`config.mk`:
```
export PLATFORM = sky130hd
export DESIGN_NAME = alu_adder_pipe
export DESIGN_NICKNAME = d
export VERILOG_FILES = /design/src/rtl/alu_adder_pipe.sv
export SDC_FILE = /design/constraint.sdc
export NUM_CORES = 1
export LEC_CHECK = 0
export CAP_MARGIN = 20
export CORE_ASPECT_RATIO = 0.5
export CORE_MARGIN = 1
export CORE_UTILIZATION = 55
export CTS_BUF_LIST = sky130_fd_sc_hd__clkbuf_4
export DETAILED_ROUTE_END_ITERATION = 10
export PLACE_DENSITY = 0.89
export RECOVER_POWER = 50
export SLEW_MARGIN = 15
export SYNTH_ARGS = -nofsm -noshare
export SYNTH_HDL_FRONTEND = slang
export SYNTH_SLANG_ARGS = --single-unit
```
`constraint.sdc`:
```
create_clock -name clk -period 3.2 [get_ports clk]
set_input_delay 0.64 -clock clk [delete_from_list [all_inputs] [get_ports clk]]
set_output_delay 0.64 -clock clk [all_outputs]
set_load 0.01 [all_outputs]
```
`src/rtl/alu_adder_pipe.sv`:
```
// Segmented, pipelined add/subtract unit with Z/V/N flags and valid/ready backpressure.
// Define ALU_ADDER_PIPE_SAT_EN to saturate S whenever V is set.
module alu_adder_pipe #(
    parameter int unsigned WIDTH = 32,
    parameter int unsigned SEG   = 8
) (
    input  logic             clk,
    input  logic             reset,
    input  logic             flush,
    input  logic             in_valid,
    output logic             in_ready,
    input  logic [WIDTH-1:0] A,
    input  logic [WIDTH-1:0] B,
    input  logic [5:0]       ALUFun,
    input  logic             Sign,
    output logic             out_valid,
    input  logic             out_ready,
    output logic [WIDTH-1:0] S,
    output logic             Z,
    output logic             V,
    output logic             N
);
    localparam int L = int'(WIDTH / SEG);
    localparam int unsigned MSB = WIDTH - 1;

    // Per-stage state: operands travel whole, result fills in one segment per stage.
    logic             vld_q [L];
    logic [WIDTH-1:0] a_q   [L];
    logic [WIDTH-1:0] bp_q  [L];
    logic [WIDTH-1:0] s_q   [L];
    logic             c_q   [L];
    logic             sub_q [L];
    logic             sgn_q [L];

    logic             vld_d [L];
    logic [WIDTH-1:0] a_d   [L];
    logic [WIDTH-1:0] bp_d  [L];
    logic [WIDTH-1:0] s_d   [L];
    logic             c_d   [L];
    logic             sub_d [L];
    logic             sgn_d [L];

    logic             en;
    logic [WIDTH-1:0] bp0;
    logic [SEG:0]     sum;
    logic [WIDTH-1:0] raw;
    logic [WIDTH-1:0] s_fin;
    logic             vs;
    logic             v_d;
    logic             n_d;
    logic             z_d;
    logic             z_q;
    logic             v_q;
    logic             n_q;
    logic             unused_fun;

    assign unused_fun = ^ALUFun[5:1];

    assign en        = !out_valid || out_ready;
    assign in_ready  = en && !flush;
    assign out_valid = vld_q[L-1];
    assign S         = s_q[L-1];
    assign Z         = z_q;
    assign V         = v_q;
    assign N         = n_q;

    always_comb begin
        bp0 = ALUFun[0] ? ~B : B;
        sum = {1'b0, A[SEG-1:0]} + {1'b0, bp0[SEG-1:0]} + {{SEG{1'b0}}, ALUFun[0]};
        vld_d[0] = in_valid;
        a_d[0]   = A;
        bp_d[0]  = bp0;
        s_d[0]   = '0;
        s_d[0][SEG-1:0] = sum[SEG-1:0];
        c_d[0]   = sum[SEG];
        sub_d[0] = ALUFun[0];
        sgn_d[0] = Sign;
        for (int k = 1; k < L; k++) begin
            sum = {1'b0, a_q[k-1][k*SEG +: SEG]} + {1'b0, bp_q[k-1][k*SEG +: SEG]}
                + {{SEG{1'b0}}, c_q[k-1]};
            vld_d[k] = vld_q[k-1];
            a_d[k]   = a_q[k-1];
            bp_d[k]  = bp_q[k-1];
            s_d[k]   = s_q[k-1];
            s_d[k][k*SEG +: SEG] = sum[SEG-1:0];
            c_d[k]   = sum[SEG];
            sub_d[k] = sub_q[k-1];
            sgn_d[k] = sgn_q[k-1];
        end
    end

    // Flags are resolved in the last stage from the complete raw sum and final carry.
    always_comb begin
        raw = s_d[L-1];
        vs  = (a_d[L-1][MSB] == bp_d[L-1][MSB]) && (raw[MSB] != a_d[L-1][MSB]);
        if (sgn_d[L-1]) begin
            v_d = vs;
            n_d = raw[MSB] ^ vs;
        end else if (!sub_d[L-1]) begin
            v_d = c_d[L-1];
            n_d = 1'b0;
        end else begin
            v_d = !c_d[L-1];
            n_d = !c_d[L-1];
        end
        s_fin = raw;
`ifdef ALU_ADDER_PIPE_SAT_EN
        if (v_d) begin
            if (sgn_d[L-1]) begin
                s_fin = n_d ? {1'b1, {(WIDTH-1){1'b0}}} : {1'b0, {(WIDTH-1){1'b1}}};
            end else begin
                s_fin = sub_d[L-1] ? '0 : '1;
            end
        end
`endif
        z_d = (s_fin == '0);
    end

    always_ff @(posedge clk or negedge reset) begin
        if (!reset) begin
            for (int k = 0; k < L; k++) begin
                vld_q[k] <= 1'b0;
                a_q[k]   <= '0;
                bp_q[k]  <= '0;
                s_q[k]   <= '0;
                c_q[k]   <= 1'b0;
                sub_q[k] <= 1'b0;
                sgn_q[k] <= 1'b0;
            end
            z_q <= 1'b0;
            v_q <= 1'b0;
            n_q <= 1'b0;
        end else begin
            if (flush) begin
                for (int k = 0; k < L; k++) vld_q[k] <= 1'b0;
            end else if (en) begin
                for (int k = 0; k < L; k++) vld_q[k] <= vld_d[k];
            end
            if (en) begin
                for (int k = 0; k < L; k++) begin
                    a_q[k]   <= a_d[k];
                    bp_q[k]  <= bp_d[k];
                    s_q[k]   <= (k == L - 1) ? s_fin : s_d[k];
                    c_q[k]   <= c_d[k];
                    sub_q[k] <= sub_d[k];
                    sgn_q[k] <= sgn_d[k];
                end
                z_q <= z_d;
                v_q <= v_d;
                n_q <= n_d;
            end
        end
    end

endmodule
```
==> impl_metrics.ini <==
[worst_setup_path]
r2r-end = V
reg2reg_slack_ps = 290
endpoint_kind = register
slowest_delay_ps = 480
crit_start = c_q[1]
cp_max_fo = 3
r2r.worst_path.cells = 12
path_cells = fa_1 > inv_1 > fa_1 > nor2b_1 > o31a_1 > o21a_1 > o21a_1 > o21ai_0 > nor2b_1 > ha_1 > o21ai_0 > o22a_1
crit_type = register to register
rr_startpoint = c_q[1]
crit_end = V
critical_path_arrival_ps = 3440
worstSetupStartpointType = register
cp.required_ps = 3740
slowest_stage = fa_1

[synth]
syn_inst = 960
synth_top_cells_by_count = 437 x nand2_1, 192 x dfrtp_1, 52 x o21ai_0
synth_nets = 1072
syn_avg_cell_area_um2 = 9.04
synth.most_common_cell = nand2_1
synth_top_cell_by_area = dfrtp_1
async_flop_share = 1.00
syn_area_um2 = 8680
ys_ff_latch = 192
yosysSeqAreaShare = 0.553
synth_top_area_share = 0.553
ys_types = 40
synth_warnings = 0
ys_top_cells_by_area = dfrtp_1 55%, nand2_1 19%, ha_1 4.2%, xnor2_1 3.2%, o21ai_0 3.0%
synth_edf_count = 0
synth_top_flop_cell = dfrtp_1

[min_path]
hold_class = input pin to register

[grt]
grt_start_max_net_pins = 136
grt_usage = 0.234
grt_pass1_vias = 6454
antenna_found_initial = 1
grt.overflow.total = 0
grt_first_pass_wirelength_um = 30400

[timing]
whs_ps = 436
finalSetupTns_ps = 0
min_period_over_period = 0.908
fmax_mhz = 344
clock_skew_ps = 30.6
hold_viol = 0
setup_viol = 0
relSlewSlack = -0.449
period_needed_ps = 2910
worst_pin_slew_ps = 2170
drv_slew = 131
rsz0062_at_grt = false

[clock_tree]
h-tree-depth = 4
post_cts_buffers = 0
cts_tree = built
cts.repair.resized = 0
clk_latency_ps = 600
cts_root_buf = clkbuf_4
clkSinkCount = 192
clkSlewWorstSetupHoldPaths_ps = 160
cts_made_buffers = 17
cts_buffer_depth = 2
postCtsHoldBufs = 0

[drt]
drtAntennaViolNets = 0
via_per_inst = 5.26
dr.first_iter.drc_count = 557
wirelength_um = 17900
wl_per_cell_um = 14.1
vias = 6670
firstDrtPassIters = 8
drcViolationCount = 6

[outcome]
violations = design-rule violations, max-capacitance violations, max-slew violations
outcome = complete, but fails checks

[floorplan]
rows = 32
design.portCount = 113
die_w_um = 180
start_util = 0.563
die_h_um = 90.8
die_area_um2 = 16300
core_area_um2 = 15400

[pwr]
switchingPower_uw = 1920
pwr-share-clk = 0.227
pwr_density_cell_nw_per_um2 = 581
p_int_uw = 4020
seqPwrFrac = 0.534
switching_share = 0.323
comb_power_share = 0.240
irDropWorstVdd_mv = 0.249
p_leak_uw = 0.00485

[placement]
io_buffers = 107
dp_hpwl_um = 12600
gp_congestion = 0.871

[cells_and_area]
final_nets = 1162
n_fill_cell = 1176
layout-drive-gt1-share = 0.0414
syn_to_final_growth_pct = 17.6

[job]
maxCapViolCount = 2
layer usage:
layer  wire length [µm]  track usage
met2               8720        0.388
met5                  0            0
met4                420       0.0891
met3                832       0.0480
met1               7950        0.306
state kept, by name, summed over array words and instances (netlist names):
register and flops:
raw 24, bp_d 48, sgn_d 3, vld_d 3
c_q 3, sub_d 3, a_d 48, S 32
N 1, s_d 24, Z 1, V 1
out_valid 1
power groups by stage:
stage / sequential, µW / clock, µW / combinational, µW
after detailed placement: 3210 / 0 / 1430
final: 3170 / 1340 / 1420
after CTS: 3160 / 1360 / 1430
after floorplan: 3200 / 0 / 716
after global placement: 3190 / 0 / 1360
after global routing: 3220 / 1450 / 1580
cells by family after synthesis:
logic type / share of synthesized area
xor+xnor: 0.0454
simple gates: 0.224
mux: 0.00288
compound gates: 0.0852
flops: 0.553
buf+inv: 0.0311
fa+ha+maj: 0.0579
cells in the final DEF (no fill, tap or decap), drive strengths merged, types with 2 or more instances in the layout:
master,n
nand2,437
dfrtp,192
clkdlybuf4s50,104
o21ai,54
xnor2,32
inv,31
ha,29
nor2,27
clkbuf,22
a21oi,21
xor2,13
o31ai,11
o21a,9
nor3,9
fa,7
buf,7
o21bai,6
nor4,6
a211oi,6
a21o,5
nor2b,5
a31oi,4
clkinv,4
and3b,3
nand4,2
or3,2
o211a,2
worst max-delay path, delay by kind of cell (launching register included):
kind / cells / cell delay, ps
AOI/OAI and AO/OA: 6 / 1130
adders and majority gates: 3 / 940
DFF: 1 / 430
and+or+nand+nor: 2 / 260
buffers and inverters: 1 / 90
how the worst min path moves through the flow:
| stage | start | end | cells after the start |
|---|---|---|---|
| floorplan | reset | N | 0 |
| global placement | S[2] | S[2] | 2 |
| detailed placement | S[17] | S[17] | 2 |
| CTS | reset | S[19] | 1 |
| global route | ALUFun[0] | bp_d[72] | 4 |
| finish | ALUFun[0] | bp_d[72] | 4 |
cell type report:
type,instances,area [µm²],area share
clock inverters,15,163,0.0159
inverters,21,78.8,0.00772
diodes,1,2.50,0.000245
well taps,204,255,0.0250
multi-input cells,701,3610,0.354
flip-flops and latches,192,4800,0.471
repair buffers,117,1160,0.114
clock buffers,17,128,0.0125
through the flow:
stage	utilization	total power, µW	setup slack [ps]	area [µm²]	cells
final	0.662	5930	295	10200	1268
after floorplan	-	3920	630	8680	960
after CTS	0.666	5950	318	10300	1267
after global routing	0.662	6250	131	10200	1268
after global placement	0.647	4540	200	9970	1235
after detailed placement	0.647	4640	134	9970	1235
No activity file was read; power rests on OpenSTA's default activity.
